<file path="config.mk">
export PLATFORM = sky130hd
export DESIGN_NAME = width_conv_arbiter
export DESIGN_NICKNAME = d
export VERILOG_FILES = /design/src/rtl/width_conv_pkg.sv /design/src/rtl/width_conv_arbiter_rr_arbiter.sv /design/src/rtl/width_conv_arbiter.sv
export SDC_FILE = /design/constraint.sdc
export NUM_CORES = 1
export LEC_CHECK = 0
export BUFFER_PORTS_ARGS = -buffer_cell sky130_fd_sc_hd__buf_2
export CAP_MARGIN = 10
export CORE_MARGIN = 2
export CORE_UTILIZATION = 44
export DETAILED_ROUTE_END_ITERATION = 6
export GPL_ROUTABILITY_DRIVEN = 0
export GPL_TIMING_DRIVEN = 0
export HOLD_SLACK_MARGIN = 0.08
export PLACE_DENSITY = 0.73
export REMOVE_ABC_BUFFERS = 1
export SYNTH_ARGS = -nofsm -noshare
export SYNTH_HDL_FRONTEND = slang
export SYNTH_SLANG_ARGS = --single-unit
</file>
<file path="constraint.sdc">
create_clock -name clk -period 1.65 [get_ports clk]
set_input_delay 0 -clock clk [delete_from_list [all_inputs] [get_ports clk]]
set_output_delay 0 -clock clk [all_outputs]
set_load 0.05 [all_outputs]
</file>
<file path="src/rtl/width_conv_pkg.sv">
// Shared types and helpers for the byte-stream arbiter feeding the 8-to-12 converter.
package width_conv_pkg;

  typedef enum logic [1:0] {
    IDLE = 2'd0,
    XFER = 2'd1,
    PAD  = 2'd2
  } state_t;

  // Converter input buffer width; one frame fills it completely.
  localparam int CONV_BUF_W = 24;

  // Widest requester vector the pick helper handles.
  localparam int RR_MAX = 16;

  // Bytes per converter frame.
  function automatic int group_of(input int buf_width, input int awidth);
    return buf_width / awidth;
  endfunction

  // First set request at or above ptr, wrapping at nreq.
  function automatic logic [3:0] rr_pick(input logic [RR_MAX-1:0] req,
                                         input logic [3:0]        ptr,
                                         input int                nreq);
    logic [3:0] pick;
    logic       found;
    int         idx;
    pick  = '0;
    found = 1'b0;
    for (int k = 0; k < RR_MAX; k++) begin
      idx = (int'(ptr) + k) % nreq;
      if (!found && (k < nreq) && req[idx[3:0]]) begin
        pick  = idx[3:0];
        found = 1'b1;
      end
    end
    return pick;
  endfunction

endpackage

</file>
<file path="src/rtl/width_conv_arbiter_rr_arbiter.sv">
// Combinational round-robin pick with a registered rotating pointer.
module rr_arbiter
  import width_conv_pkg::*;
#(
  parameter int NREQ = 4,
  parameter int IDW  = 2
) (
  input  logic            clk,
  input  logic            rst,
  input  logic [NREQ-1:0] req,
  input  logic            advance,
  output logic            any,
  output logic [IDW-1:0]  pick
);

  logic [IDW-1:0]    rr_ptr;
  logic [RR_MAX-1:0] req_w;
  logic [3:0]        ptr_w;
  logic [3:0]        pick_w;

  // Widen to the helper's fixed width and pick from the current pointer.
  always_comb begin
    req_w            = '0;
    req_w[NREQ-1:0]  = req;
    ptr_w            = '0;
    ptr_w[IDW-1:0]   = rr_ptr;
    pick_w           = rr_pick(req_w, ptr_w, NREQ);
    pick             = pick_w[IDW-1:0];
    any              = |req;
  end

  // Pointer moves just past the winner whenever a grant is taken.
  always_ff @(posedge clk or posedge rst) begin
    if (rst) begin
      rr_ptr <= '0;
    end else if (advance) begin
      rr_ptr <= (pick == IDW'(NREQ - 1)) ? '0 : pick + 1'b1;
    end
  end

endmodule

</file>
<file path="src/rtl/width_conv_arbiter.sv">
// Grants one byte-stream requester at a time to the shared width converter,
// always handing over ownership on a frame boundary (short frames zero-padded).
module width_conv_arbiter
  import width_conv_pkg::*;
#(
  parameter int NREQ      = 4,
  parameter int AWIDTH    = 8,
  parameter int GROUP     = group_of(CONV_BUF_W, AWIDTH),
  parameter int MAX_BURST = 12,
  parameter int IDW       = (NREQ > 1) ? $clog2(NREQ) : 1
) (
  input  logic                   clk,
  input  logic                   rst,
  input  logic [NREQ-1:0]        req_vld,
  input  logic [NREQ*AWIDTH-1:0] req_data,
  input  logic [NREQ-1:0]        req_last,
  output logic [NREQ-1:0]        req_rdy,
  output logic                   conv_vld,
  output logic [AWIDTH-1:0]      conv_data,
  output logic [IDW-1:0]         conv_owner,
  output logic                   conv_sof,
  output logic                   conv_pad,
  output logic                   busy
);

  localparam int GW = (GROUP > 1) ? $clog2(GROUP) : 1;
  localparam int BW = $clog2(MAX_BURST + 1);
  localparam logic [GW-1:0] GRP_LAST   = GW'(GROUP - 1);
  localparam logic [BW-1:0] BURST_LAST = BW'(MAX_BURST - 1);

  if (MAX_BURST <= 0 || (MAX_BURST % GROUP) != 0) begin : g_bad_burst
    $error("MAX_BURST must be a nonzero multiple of GROUP");
  end
  if (NREQ < 2 || NREQ > RR_MAX) begin : g_bad_nreq
    $error("NREQ must be in 2..16");
  end

  state_t            state;
  state_t            state_nxt;
  logic [IDW-1:0]    grant;
  logic              arb_any;
  logic [IDW-1:0]    arb_pick;
  logic              arb_advance;
  logic              sel_vld;
  logic              sel_last;
  logic [AWIDTH-1:0] sel_data;
  logic              accept;
  logic [GW-1:0]     grp_cnt;
  logic [GW-1:0]     grp_inc;
  logic [BW-1:0]     burst_cnt;
  logic              grp_end;
  logic              burst_end;

  assign arb_advance = (state == IDLE) && arb_any;
  assign accept      = (state == XFER) && sel_vld;
  assign grp_end     = (grp_cnt == GRP_LAST);
  assign burst_end   = (burst_cnt == BURST_LAST);
  assign grp_inc     = grp_end ? '0 : grp_cnt + 1'b1;
  assign busy        = (state != IDLE);

  rr_arbiter #(
    .NREQ (NREQ),
    .IDW  (IDW)
  ) u_rr_arbiter (
    .clk     (clk),
    .rst     (rst),
    .req     (req_vld),
    .advance (arb_advance),
    .any     (arb_any),
    .pick    (arb_pick)
  );

  // Route the granted requester's byte, valid and last flag.
  always_comb begin
    sel_vld  = 1'b0;
    sel_last = 1'b0;
    sel_data = '0;
    for (int i = 0; i < NREQ; i++) begin
      if (grant == IDW'(i)) begin
        sel_vld  = req_vld[i];
        sel_last = req_last[i];
        sel_data = req_data[i*AWIDTH +: AWIDTH];
      end
    end
  end

  // State register.
  always_ff @(posedge clk or posedge rst) begin
    if (rst) state <= IDLE;
    else     state <= state_nxt;
  end

  // Next state: leave XFER only on an accepted byte, never mid-frame.
  always_comb begin
    state_nxt = state;
    case (state)
      IDLE: if (arb_any) state_nxt = XFER;
      XFER: begin
        if (accept) begin
          if (sel_last)       state_nxt = grp_end ? IDLE : PAD;
          else if (burst_end) state_nxt = IDLE;
        end
      end
      PAD:  if (grp_end) state_nxt = IDLE;
      default: state_nxt = IDLE;
    endcase
  end

  // Accept strobe goes only to the owner while transferring.
  always_comb begin
    req_rdy = '0;
    if (state == XFER) req_rdy[grant] = 1'b1;
  end

  // ---- stage p0 -> p1: grant/counters and registered converter drive ----
  always_ff @(posedge clk or posedge rst) begin
    if (rst) begin
      grant      <= '0;
      grp_cnt    <= '0;
      burst_cnt  <= '0;
      conv_vld   <= 1'b0;
      conv_data  <= '0;
      conv_owner <= '0;
      conv_sof   <= 1'b0;
      conv_pad   <= 1'b0;
    end else begin
      conv_vld <= 1'b0;
      conv_sof <= 1'b0;
      conv_pad <= 1'b0;
      case (state)
        IDLE: begin
          grp_cnt   <= '0;
          burst_cnt <= '0;
          if (arb_any) grant <= arb_pick;
        end
        XFER: begin
          if (accept) begin
            conv_vld   <= 1'b1;
            conv_data  <= sel_data;
            conv_owner <= grant;
            conv_sof   <= (burst_cnt == '0);
            grp_cnt    <= grp_inc;
            burst_cnt  <= burst_cnt + 1'b1;
          end
        end
        PAD: begin
          conv_vld   <= 1'b1;
          conv_data  <= '0;
          conv_owner <= grant;
          conv_pad   <= 1'b1;
          grp_cnt    <= grp_inc;
        end
        default: ;
      endcase
    end
  end

endmodule

</file>
==> results.py <==
metrics = {
    "status": {
        "status": "complete, but fails checks",
        "violations": "negative setup slack",
    },
    "sta": {
        "setup_viol": 3,
        "relSlewSlack_pct": 36.1,
        "finalCritPeriodShare_pct": 101,
        "setup_slack_ns": -0.0106,
        "setup_tns_ns": -0.0151,
        "tightest_slew_ns": 0.957,
        "final_hold_viol_count": 0,
        "slew_viol_final": 0,
        "fin_skew_ns": 0.00647,
        "period_needed_ns": 1.66,
        "rsz0062_at_grt": "true",
        "holdWs_ns": 0.160,
        "max_freq_mhz": 602,
    },
    "logic_synthesis": {
        "syn-instance-count": 144,
        "ys_seq_elements": 25,
        "yosysSeqAreaShare_pct": 39.3,
        "synth_cell_types": 34,
        "yosysWarnings": 0,
        "syn_area_per_cell_um2": 11.0,
        "syn_area_um2": 1590,
    },
    "power": {
        "p_clk_share_pct": 6.5,
        "p_seq_share_pct": 25.5,
        "p_int_mw": 2.21,
        "p_per_area_nw_per_um2": 2060,
        "vdd_drop_max_uv": 1110,
        "p_comb_share_pct": 68.0,
        "power.leakage_nw": 1.04,
        "power.switching_mw": 2.10,
        "switching_share_pct": 48.7,
    },
    "setup_path": {
        "slowest_delay_ns": 0.42,
        "cp_num_cells": 5,
        "path_cells": "mux2i_1 > nor2_1 > a311oi_2 > ha_1 > mux2_2",
        "rr_worst_depth": 5,
        "cp_data_arrival_time_ns": 1.88,
        "required_ns": 1.87,
        "worstPathMaxFanout": 4,
        "cp_num_buf_inv": 0,
        "startpoint": "u_rr_arbiter.rr_ptr[1]",
        "endpoint_kind": "flop",
        "crit_type": "reg -> reg",
        "reg2reg_slack_ns": -0.01,
        "critPathLaunchType": "flop",
        "r2r-end": "u_rr_arbiter.rr_ptr[1]",
        "cp_top_family": "multiplexers",
        "cpMaxStageDelayCell": "dfrtp_1",
        "r2r_start": "u_rr_arbiter.rr_ptr[1]",
    },
    "place": {
        "io_buffers": 59,
        "place_ws_ns": -0.575,
        "hpwl_mm": 2.70,
    },
    "detailed_routing": {
        "antenna_left": 0,
        "wl_mm": 3.72,
        "vias_per_cell": 5.11,
        "vias": 1334,
        "drt_iter0_markers": 54,
        "post_drt_wl_per_cell_um": 14.2,
        "drtPass1Iterations": 4,
        "drcViolationCount": 0,
    },
    "global_routing": {
        "use_met3_pct": 4.93,
        "grt_max_degree": 26,
        "busiest_layer": "met2",
        "overflow": 0,
        "gr-usage-met2_pct": 32.3,
        "grt_pass1_wl_mm": 6.11,
        "grt_util_met1_pct": 24.7,
        "grtUsageTotal_pct": 19.2,
        "antenna_found_initial": 0,
        "grt_pass1_vias": 1310,
    },
    "final_layout": {
        "drive_gt1_share_pct": 50.7,
        "syn_to_final_growth_pct": 31.7,
        "fillCellCount": 311,
        "num_antenna_cells": 0,
        "nets": 265,
        "finish.utilization_pct": 61.3,
    },
    "cts": {
        "cts_buffers": 3,
        "clkLatencyLatePin_ns": 0.32,
        "clkSinkCount": 25,
        "clkSlewWorstSetupHoldPaths_ns": 0.14,
        "cts_max_level": 1,
        "root_buffer": "clkbuf_4",
        "cts_tree": "yes",
        "clock_path_buffers": 2,
    },
    "die": {
        "die-height_um": 64.1,
        "ios": 60,
        "rows": 21,
        "fp.coreArea_um2": 3420,
        "dieArea_um2": 4110,
        "start_util_pct": 46.6,
        "fp.dieW_um": 64.1,
    },
    "min_path": {
        "holdPathStages": 4,
        "min_to": "conv_data[2]",
        "hold_class": "in -> reg",
        "min-delay-start": "req_data[18]",
    },
    "flow_run": {
        "cap_viol_max_count": 0,
    },
}
## worst max path at each step
stage                     slack [ns]                      to
after floorplan                -0.33           conv_owner[0]
after global routing           -0.11  u_rr_arbiter.rr_ptr[1]
final                          -0.01  u_rr_arbiter.rr_ptr[1]
after global placement         -0.52           conv_owner[0]
after CTS                      0.005              grp_cnt[1]
after detailed placement       -0.57           conv_owner[0]
## worst min-delay path, stage by stage
cell and delay (ns):
buf_2 0.07, mux4_2 0.21, nand2_1 0.04, o21ai_0 0.13
## sequential cells by signal (all words and copies together) (netlist names)
signal,count
u_rr_arbiter.rr_ptr,2
state,2
conv_pad,1
conv_data,8
burst_cnt,4
conv_sof,1
conv_owner,2
grp_cnt,2
conv_vld,1
grant,2
## area by class of cell
class	instances	area, um^2	share of cell area (%)
well taps	46	57.6	2.75
inverters	11	41.3	1.97
clock inverters	1	5.00	0.239
clock buffers	3	22.5	1.08
flip-flops and latches	25	633	30.2
repair buffers	72	412	19.7
multi-input cells	103	923	44.1
## per-stage QoR
stage	cells	total power [mW]	area (um^2)
global placement	244	3.59	1900
finish	261	4.31	2090
CTS	260	4.23	2060
global route	261	4.61	2090
detailed placement	244	3.65	1900
floorplan	139	3.09	1550
## per-layer routing
layer	part of all wire (%)	up-vias
met5	0	-
met4	0.62	0
met3	5.9	2
met2	51	46
met1	42	626
li1	-	660
## kinds of logic (layout without fill, tap and decap cells)
group           after synthesis  after routing  share of synthesized area, %
compound gates               25             25                          11.5
fa+ha+maj                     7              7                          5.51
buf+inv                      16             87                          5.19
flops                        25             25                          39.3
simple gates                 51             51                          17.1
mux                          20             20                          21.4
## Yosys cell counts, drive strengths merged
master  count  area [um^2]
a21oi       4         20.0
o221ai      1         26.3
inv        10         37.5
dfrtp      25          626
clkbuf      1         3.75
clkinv      1         3.75
o2bb2a      1         10.0
or4b        1         13.8
mux4       10          225
mux2        6         75.1
a311oi      1         8.76
nand4b      2         17.5
nor4b       1         8.76
nand3       6         30.0
mux2i       4         40.0
nor2        6         22.5
nand2b      3         18.8
ha          7         87.6
or4         1         7.51
a21boi      1         7.51
o22ai       1         20.0
and4b       1         10.0
or2         2         12.5
o31ai       1         7.51
nand2      25         93.8
buf         4         37.5
nand3b      2         27.5
or2b        1         8.76
o21ai      15         82.6
## power by group through the flow
stage | registers [mW] | logic [mW] | clock network (mW)
global route | 1.14 | 3.16 | 0.318
detailed placement | 1.20 | 2.45 | 0
floorplan | 1.61 | 1.48 | 0
CTS | 1.10 | 2.84 | 0.291
finish | 1.10 | 2.93 | 0.280
global placement | 1.19 | 2.40 | 0
## what timing repair did
item | CTS | global route
hold buffers | 1 | 0
hold endpoints to repair | 25 | 0
pin swaps | 3 | 1
setup endpoints to repair | 25 | 14
resized for setup | 12 | 8
buffers inserted | 11 | 1
## cell usage in the layout, fill, tap and decap left out, drive strengths merged, types with 2 or more instances in the layout
master  instances
mux2i           4
nand2          25
a21oi           4
o21ai          15
nand2b          3
inv            10
nand4b          2
or2             2
ha              7
mux4           10
mux2            6
clkinv          2
nand3b          2
nor2            6
buf            71
dfrtp          25
clkbuf          3
nand3           6
No activity file was read; power rests on OpenSTA's default activity.
